==> config.mk <==
export PLATFORM = sky130hd
export DESIGN_NAME = hack_alu_pipe_flat
export DESIGN_NICKNAME = d
export VERILOG_FILES = /design/src/rtl/hack_alu_pkg.sv /design/src/rtl/hack_alu_pipe_if.sv /design/src/rtl/hack_alu_core.sv /design/src/rtl/hack_alu_pipe.sv /design/src/flat_wrapper.sv
export SDC_FILE = /design/constraint.sdc
export NUM_CORES = 1
export LEC_CHECK = 0
export BUFFER_PORTS_ARGS = -buffer_cell sky130_fd_sc_hd__buf_2
export CAP_MARGIN = 25
export CORE_ASPECT_RATIO = 2
export CORE_MARGIN = 5
export CORE_UTILIZATION = 57
export CTS_CLUSTER_DIAMETER = 30
export CTS_CLUSTER_SIZE = 10
export DETAILED_ROUTE_END_ITERATION = 8
export MAX_ROUTING_LAYER = met4
export PLACE_DENSITY = 0.82
export SLEW_MARGIN = 15
export SYNTH_ARGS = -nofsm -noshare
export SYNTH_HDL_FRONTEND = slang
export SYNTH_SLANG_ARGS = --single-unit
==> constraint.sdc <==
create_clock -name clk -period 3.8 [get_ports clk]
set_input_delay 0.19 -clock clk [delete_from_list [all_inputs] [get_ports clk]]
set_output_delay 0.19 -clock clk [all_outputs]
set_load 0.01 [all_outputs]
==> src/rtl/hack_alu_pkg.sv <==
// Shared definitions for the pipelined Hack ALU.
//   - CTRL bit positions ({zx,nx,zy,ny,f,no}, bit 5 = zx)
//   - Hack "comp" control encodings for the usual operations
//   - ctrl_t: packed view of the 6 control bits
package hack_alu_pkg;

  localparam int unsigned CTRL_W = 6;

  localparam int unsigned ZX_B = 5;
  localparam int unsigned NX_B = 4;
  localparam int unsigned ZY_B = 3;
  localparam int unsigned NY_B = 2;
  localparam int unsigned F_B  = 1;
  localparam int unsigned NO_B = 0;

  localparam logic [CTRL_W-1:0] C_ZERO = 6'b101010;
  localparam logic [CTRL_W-1:0] C_ONE  = 6'b111111;
  localparam logic [CTRL_W-1:0] C_NEG1 = 6'b111010;
  localparam logic [CTRL_W-1:0] C_X    = 6'b001100;
  localparam logic [CTRL_W-1:0] C_Y    = 6'b110000;
  localparam logic [CTRL_W-1:0] C_NOTX = 6'b001101;
  localparam logic [CTRL_W-1:0] C_XP1  = 6'b011111;
  localparam logic [CTRL_W-1:0] C_XPY  = 6'b000010;
  localparam logic [CTRL_W-1:0] C_XMY  = 6'b010011;
  localparam logic [CTRL_W-1:0] C_YMX  = 6'b000111;
  localparam logic [CTRL_W-1:0] C_AND  = 6'b000000;
  localparam logic [CTRL_W-1:0] C_OR   = 6'b010101;

  typedef struct packed {
    logic zx;
    logic nx;
    logic zy;
    logic ny;
    logic f;
    logic no;
  } ctrl_t;

endpackage

==> src/rtl/hack_alu_pipe_if.sv <==
// Handshake bundle for hack_alu_pipe.
//   Input side : in_valid, in_ready, x, y, ctrl, in_tag
//   Output side: out_valid, out_ready, out, ng, zr, carry, out_tag
//   master = producer/consumer around the ALU, slave = the ALU itself.
interface hack_alu_pipe_if #(
  parameter int WIDTH = 16,
  parameter int TAG_W = 4
);
  logic             in_valid;
  logic             in_ready;
  logic [WIDTH-1:0] x;
  logic [WIDTH-1:0] y;
  logic [5:0]       ctrl;
  logic [TAG_W-1:0] in_tag;

  logic             out_valid;
  logic             out_ready;
  logic [WIDTH-1:0] out;
  logic             ng;
  logic             zr;
  logic             carry;
  logic [TAG_W-1:0] out_tag;

  modport master (
    output in_valid, x, y, ctrl, in_tag, out_ready,
    input  in_ready, out_valid, out, ng, zr, carry, out_tag
  );

  modport slave (
    input  in_valid, x, y, ctrl, in_tag, out_ready,
    output in_ready, out_valid, out, ng, zr, carry, out_tag
  );
endinterface

==> src/rtl/hack_alu_core.sv <==
// Combinational Hack ALU function stage: add/and, optional output negate,
// and the flags derived from the final value.
//   x1, y1 : preprocessed operands (zero/negate already applied)
//   f      : 1 = add, 0 = and
//   no     : negate result
//   out    : result; ng = out msb; zr = out is zero
//   carry  : carry out of the WIDTH-bit add, taken before negation; 0 for and
module hack_alu_core #(
  parameter int WIDTH = 16
) (
  input  logic [WIDTH-1:0] x1,
  input  logic [WIDTH-1:0] y1,
  input  logic             f,
  input  logic             no,
  output logic [WIDTH-1:0] out,
  output logic             ng,
  output logic             zr,
  output logic             carry
);
  logic [WIDTH:0]   sum;
  logic [WIDTH-1:0] s;

  always_comb begin
    sum = {1'b0, x1} + {1'b0, y1};
    if (f) begin
      s     = sum[WIDTH-1:0];
      carry = sum[WIDTH];
    end else begin
      s     = x1 & y1;
      carry = 1'b0;
    end
    out = no ? ~s : s;
    ng  = out[WIDTH-1];
    zr  = (out == '0);
  end
endmodule

==> src/rtl/hack_alu_pipe.sv <==
// Two-stage pipelined Hack ALU with valid/ready on both sides.
//   clk   : clock, rising edge
//   rst_n : asynchronous active-low reset; discards anything in flight
//   bus   : hack_alu_pipe_if slave (operands, control, tag in; result,
//           flags, tag out)
// S1 registers the zero/negate-preprocessed operands; S2 registers the
// result from hack_alu_core. in_ready is the only combinational path
// (from out_ready). Operand and result registers load only with valid
// data, so ignored inputs never reach the outputs.
module hack_alu_pipe
  import hack_alu_pkg::*;
#(
  parameter int WIDTH = 16,
  parameter int TAG_W = 4
) (
  input logic           clk,
  input logic           rst_n,
  hack_alu_pipe_if.slave bus
);
  ctrl_t            c;
  logic             adv1;
  logic             adv2;
  logic [WIDTH-1:0] xz;
  logic [WIDTH-1:0] yz;
  logic [WIDTH-1:0] x1_d;
  logic [WIDTH-1:0] y1_d;

  logic             s1_v;
  logic [WIDTH-1:0] s1_x;
  logic [WIDTH-1:0] s1_y;
  logic             s1_f;
  logic             s1_no;
  logic [TAG_W-1:0] s1_tag;

  logic [WIDTH-1:0] c_out;
  logic             c_ng;
  logic             c_zr;
  logic             c_carry;

  always_comb begin
    adv2         = !bus.out_valid || bus.out_ready;
    adv1         = !s1_v || adv2;
    bus.in_ready = adv1;
    c            = ctrl_t'(bus.ctrl);
    xz           = c.zx ? '0 : bus.x;
    x1_d         = c.nx ? ~xz : xz;
    yz           = c.zy ? '0 : bus.y;
    y1_d         = c.ny ? ~yz : yz;
  end

  always_ff @(posedge clk or negedge rst_n) begin
    if (!rst_n) begin
      s1_v   <= 1'b0;
      s1_x   <= '0;
      s1_y   <= '0;
      s1_f   <= 1'b0;
      s1_no  <= 1'b0;
      s1_tag <= '0;
    end else if (adv1) begin
      s1_v <= bus.in_valid;
      if (bus.in_valid) begin
        s1_x   <= x1_d;
        s1_y   <= y1_d;
        s1_f   <= c.f;
        s1_no  <= c.no;
        s1_tag <= bus.in_tag;
      end
    end
  end

  hack_alu_core #(.WIDTH(WIDTH)) u_core (
    .x1    (s1_x),
    .y1    (s1_y),
    .f     (s1_f),
    .no    (s1_no),
    .out   (c_out),
    .ng    (c_ng),
    .zr    (c_zr),
    .carry (c_carry)
  );

  always_ff @(posedge clk or negedge rst_n) begin
    if (!rst_n) begin
      bus.out_valid <= 1'b0;
      bus.out       <= '0;
      bus.ng        <= 1'b0;
      bus.zr        <= 1'b0;
      bus.carry     <= 1'b0;
      bus.out_tag   <= '0;
    end else if (adv2) begin
      bus.out_valid <= s1_v;
      if (s1_v) begin
        bus.out     <= c_out;
        bus.ng      <= c_ng;
        bus.zr      <= c_zr;
        bus.carry   <= c_carry;
        bus.out_tag <= s1_tag;
      end
    end
  end
endmodule

==> src/flat_wrapper.sv <==
// flat-port wrapper written by rule: the top's interface ports become plain ports
module hack_alu_pipe_flat import hack_alu_pkg::*;
#(
  parameter int WIDTH = 16,
  parameter int TAG_W = 4
)
  (clk, rst_n, bus_in_valid, bus_x, bus_y, bus_ctrl, bus_in_tag, bus_out_ready, bus_in_ready, bus_out_valid, bus_out, bus_ng, bus_zr, bus_carry, bus_out_tag);
  hack_alu_pipe_if #(.WIDTH(WIDTH), .TAG_W(TAG_W)) bus_i ();
  input logic clk;
  input logic rst_n;
  input wire logic [$bits(bus_i.in_valid)-1:0] bus_in_valid;
  input wire logic [$bits(bus_i.x)-1:0] bus_x;
  input wire logic [$bits(bus_i.y)-1:0] bus_y;
  input wire logic [$bits(bus_i.ctrl)-1:0] bus_ctrl;
  input wire logic [$bits(bus_i.in_tag)-1:0] bus_in_tag;
  input wire logic [$bits(bus_i.out_ready)-1:0] bus_out_ready;
  output wire logic [$bits(bus_i.in_ready)-1:0] bus_in_ready;
  output wire logic [$bits(bus_i.out_valid)-1:0] bus_out_valid;
  output wire logic [$bits(bus_i.out)-1:0] bus_out;
  output wire logic [$bits(bus_i.ng)-1:0] bus_ng;
  output wire logic [$bits(bus_i.zr)-1:0] bus_zr;
  output wire logic [$bits(bus_i.carry)-1:0] bus_carry;
  output wire logic [$bits(bus_i.out_tag)-1:0] bus_out_tag;
  assign bus_i.in_valid = bus_in_valid;
  assign bus_i.x = bus_x;
  assign bus_i.y = bus_y;
  assign bus_i.ctrl = bus_ctrl;
  assign bus_i.in_tag = bus_in_tag;
  assign bus_i.out_ready = bus_out_ready;
  assign bus_in_ready = bus_i.in_ready;
  assign bus_out_valid = bus_i.out_valid;
  assign bus_out = bus_i.out;
  assign bus_ng = bus_i.ng;
  assign bus_zr = bus_i.zr;
  assign bus_carry = bus_i.carry;
  assign bus_out_tag = bus_i.out_tag;
  hack_alu_pipe #(.WIDTH(WIDTH), .TAG_W(TAG_W)) u_core (.clk(clk), .rst_n(rst_n), .bus(bus_i));
endmodule
### After elaboration in Yosys (flattened, before gate mapping)

Cells that the tools add are included.

* shift operators: 0
* bitwise gates (word level): 4
* div/mod/pow operators: 0
* multiply operators: 0
* $add $sub $neg: 1
* $lt $le $gt $ge: 0
* reduce and logical (&&, ||, !) cells: 7
* eq/ne operators: 0
* mux-type cells: 7

Operator list (number)
* 16-bit 2-to-1 mux: 6
* 16-bit inverter: 3
* 16-bit by 16-bit adder with 17-bit output: 1
* 16-bit bitwise AND: 1
* 16-bit logical NOT: 1
* 2-bit AND reduction: 2
* 1-bit logical NOT: 2
* 1-bit logical OR: 2
* 1-bit 2-to-1 mux: 1

* output and inout bits: 25
* bits in read-only memories: 0
* bits in writable memories: 0
* memories kept: 0
* flip-flop bits (word level): 63
* latch bits: 0
* word-level logic and storage cells: 31
* input port bits: 46

### Depth between registers and ports, before layout

* depth in word-level cells: 5
* depth in mapped cells: 9
* depth with buffers taken out: 9

### Cells and area by module

Synthesis repeated with hierarchy kept, for this count alone.

* cells, all modules: 372
* area total of the unflattened synthesis: 4225.3 µm²

By module, submodules not included
* hack_alu_pipe: area each 2970.3 µm², cells each 206, instances 1, seq. area each 1576.5 µm²
* hack_alu_core: area each 1255.0 µm², cells each 166, instances 1, seq. area each 0.0 µm²

### Worst setup path before layout

Ideal clock, no wire load.

* kind: register to register
* start point: register u_core.s1_y[0]
* end point: register u_core.bus.zr
* buffers on the path: 0
* required time: 3.708 ns
* clock period less this slack: 2.665 ns
* slack: 1.135 ns
* setup time: 0.092 ns
* arrival time: 2.573 ns
* cell stages (with the launch flop): 10
* path through: dfrtp_1 > ha_1 > fa_1 > a211oi_4 > o21ai_2 > a311o_1 > a2111oi_2 > o2bb2ai_1 > o2111ai_1 > o31ai_2

* longest elaborated chain between the ends: 5
* elaborated cells between the ends (all ways): 6
* those cells by class: add/sub: 1; mux: 2; bitwise: 2; reduce/logical: 1

Ends and longest elaborated chain
* from (decl): line hack_alu_pipe.sv:30 `logic [WIDTH-1:0] s1_y;`
* from (signal assigned): line hack_alu_pipe.sv:63 `s1_y <= y1_d;`
* 16-bit by 16-bit adder with 17-bit output / 16-bit bitwise AND (equally long branches): line hack_alu_core.sv:24, hack_alu_core.sv:29
* 16-bit 2-to-1 mux (*): line hack_alu_core.sv:25 `if (f) begin`
* 16-bit inverter: line hack_alu_core.sv:32 `out = no ? ~s : s;`
* 16-bit 2-to-1 mux (*): line hack_alu_core.sv:32
* 16-bit logical NOT (*): line hack_alu_core.sv:34 `zr = (out == '0);`
* to (signal assigned): line hack_alu_pipe.sv:95 `bus.zr <= c_zr;`
* to (decl): line hack_alu_pipe_if.sv:31 `output in_ready, out_valid, out, ng, zr, carry, out_tag`

Mark *: on every way between the ends. The rest lies on a longest branch, timed or not.
A chain may end at the register's enable or synchronous reset.

### Final worst setup path

Ends and elaborated chain as after synthesis.

==> reports/qor.json <==
{
  "yosys": {
    "synth-edff-count": 0,
    "synth_async_sr_flop_share_pct": 100,
    "ys_dominant_reg_cell": "dfrtp_1",
    "netlist_instances": 443,
    "postSynthNetCount": 506,
    "ys_warn_count": 0,
    "syn_avg_cell_area_um2": 9.48,
    "synthTopCellsByArea": "dfrtp_1 (37%), xnor2_1 (9.6%), o21ai_0 (5.5%)",
    "yosysTopAreaCellShare_pct": 36.9,
    "seq_cells_post_synth": 62,
    "synth_cell_types": 66,
    "netlist_area_before_placement_um2": 4200,
    "synth_sequential_area_ratio_pct": 36.9,
    "synthDominantAreaCellType": "dfrtp_1"
  },
  "clock_tree": {
    "tritoncts": "yes",
    "cts_buffer_depth": 2,
    "cts_sink_count": 62,
    "cts-buffers-inserted": 9,
    "cts_post_setup_buffers_inserted": 0,
    "clkLatencyLatePin_ns": 0.34,
    "postCtsResizedCells": 0,
    "clock_pin_slew_on_the_worst_setup_and_hold_paths_ns": 0.05,
    "htree_levels": 3,
    "cts_hold_buffers": 0,
    "cts_root_buffer": "clkbuf_16"
  },
  "pwr": {
    "cellLeakagePower_nw": 2.20,
    "power-per-cell-area_nw_per_um2": 593,
    "power.ir.vdd_worst_mv": 0.250
  },
  "place": {
    "gpl.final_weighted_congestion": 0.912,
    "number_of_port_buffers": 70,
    "placed_cells_incl_taps": 584,
    "hpwlAfterDp_mm": 6.90,
    "dp_worst_setup_slack_ns": 0.893
  },
  "worst_setup_path": {
    "timing.critical_path.fanout_max": 6,
    "worst-setup-path-type": "register to register",
    "timing.critical_path.to_type": "register",
    "start_kind": "register",
    "worstPathRequired_ns": 4.04,
    "crit_path_arrival_time_ns": 3.18
  },
  "layout": {
    "mostFrequentLayoutCell": "buf_2",
    "antenna-diode-count": 0,
    "filler_cell_count": 618,
    "final_cell_mix": "buf_2 (70), dfrtp_1 (62), nand2_1 (59)",
    "final_layout_size_suffix_gt1_share_pct": 25.2,
    "fin_cells": 600,
    "design.final.nets": 567,
    "syn_to_final_growth_pct": 17.3
  },
  "grt": {
    "grt_first_pass_wirelength_mm": 15.2,
    "number_of_global_route_vias_before_repair": 3313,
    "grt_start_max_net_pins": 67,
    "groute.usage.overall_pct": 20.8,
    "number_of_antenna_violations_at_the_first_check_in_global_routing": 0,
    "grt_overflow": 0
  },
  "sta": {
    "finalCritPeriodShare_pct": 77.5,
    "final-setup-viol-count": 0,
    "rsz0062_at_grt": "false",
    "worst_slew_margin_rel_pct": 51.1,
    "post-route-min-period_ns": 2.95,
    "final_critical_path_setup_slack_ns": 0.854,
    "timing.final.hold_violations": 0,
    "max_freq_ghz": 0.339,
    "worst_pin_slew_ns": 0.734,
    "skew_ns": 0.00652,
    "fin_setup_tns_ns": 0,
    "drv_slew": 0
  },
  "job": {
    "timing.max_cap.violations": 0
  },
  "floorplan": {
    "i_o_pins": 71,
    "fp.dieW_um": 70.7,
    "design.die.area_um2": 9290,
    "fp.dieH_um": 131,
    "start_util_pct": 58.3,
    "core_area_um2": 7210,
    "row_count": 44
  },
  "drt": {
    "route.vias.total": 3382,
    "ant_nets": 0,
    "detail_route.first_pass.iterations": 5,
    "detailed_route_wire_length_mm": 8.99,
    "wl_per_cell_um": 15.0,
    "first_iter_violations": 183,
    "drc_errors": 0,
    "viasPerCell": 5.64
  },
  "status": {
    "run_status": "complete, no violations"
  },
  "hold_path": {
    "worst_hold_path_type": "primary input to async pin"
  }
}
## state kept, by name, indices dropped and copies added (netlist names)
register              count
u_core.s1_x              16
u_core.s1_y              16
u_core.bus.out           15
u_core.bus.out_tag        4
u_core.s1_tag             4
u_core.bus.carry          1
u_core.bus.ng             1
u_core.bus.out_valid      1
u_core.bus.zr             1
u_core.s1_f               1
u_core.s1_no              1
u_core.s1_v               1
## cell families after synthesis
group / share of synthesized area (%)
compound gates: 23.3
fa+ha+maj: 5.24
flops: 36.9
xor+xnor: 10.0
mux: 4.71
buf+inv: 3.19
simple gates: 16.6
## synthesized netlist by cell type, types with 4 or more instances
cell type / instances
clkbuf_1: 18
o31ai_1: 4
a21oi_1: 13
nor3_1: 5
xnor2_1: 46
mux2i_1: 4
dfrtp_1: 62
nor2_1: 10
buf_2: 5
a211oi_1: 4
mux2_2: 13
inv_1: 4
nand2_1: 60
ha_1: 16
nor2b_1: 36
a21o_1: 9
and3_1: 5
o21ai_0: 46
## critical path: stages (launching register included)
cell,delay [ns]
dfrtp_1,0.38
ha_1,0.27
fa_1,0.49
a211oi_4,0.34
o211ai_4,0.16
a31o_1,0.25
a221oi_2,0.32
and4_1,0.24
o2111ai_1,0.15
o31ai_2,0.25
## worst paths after layout
check	start	endpoint	slack (ns)	cells past startpoint
setup reg to reg	u_core.s1_y[0]	u_core.bus.zr	0.85	9
setup / recovery	u_core.s1_y[0]	u_core.bus.zr	0.85	9
min in group clk	bus_in_valid	u_core.s1_v	0.07	2
hold / removal	rst_n	u_core.s1_x[0]	0.02	2
hold reg to reg	u_core.bus.carry	u_core.bus.carry	0.47	2
max in group asynchronous	rst_n	u_core.s1_y[12]	3.30	2
## layer usage
layer  global-route usage, %  share of wire, %  vias up
li1                        -                 -     1706
met1                    22.2                38     1563
met2                    36.7                55       95
met3                    4.43               4.9       18
met4                    7.85               2.2        0
met5                       -                 0        -
## layout make-up
class                   count  area, um^2  share of cell area [%]
multi-input cells         349        2520                    51.1
flip-flops and latches     62        1550                    31.5
repair buffers             77         415                    8.43
clock buffers              12         267                    5.41
well taps                  92         115                    2.34
clock inverters             3        42.5                   0.863
inverters                   5        18.8                   0.381
## power by group
group          total (W)  internal (W)  switching (W)
registers       0.000904      0.000817      0.0000867
logic            0.00118      0.000513       0.000670
clock network   0.000833      0.000555       0.000278
total            0.00292       0.00189        0.00104
## metrics by stage
step                utilization (%)  hold slack, ns  total power (W)  cell area, um^2
floorplan                         -          -0.106          0.00178             4200
global placement               63.8           0.375          0.00205             4600
detailed placement             63.8           0.396          0.00209             4600
CTS                            68.1          0.0413          0.00293             4910
global route                   68.3          0.0856          0.00310             4930
finish                         68.3          0.0194          0.00292             4930
No activity file was read; power rests on OpenSTA's default activity.
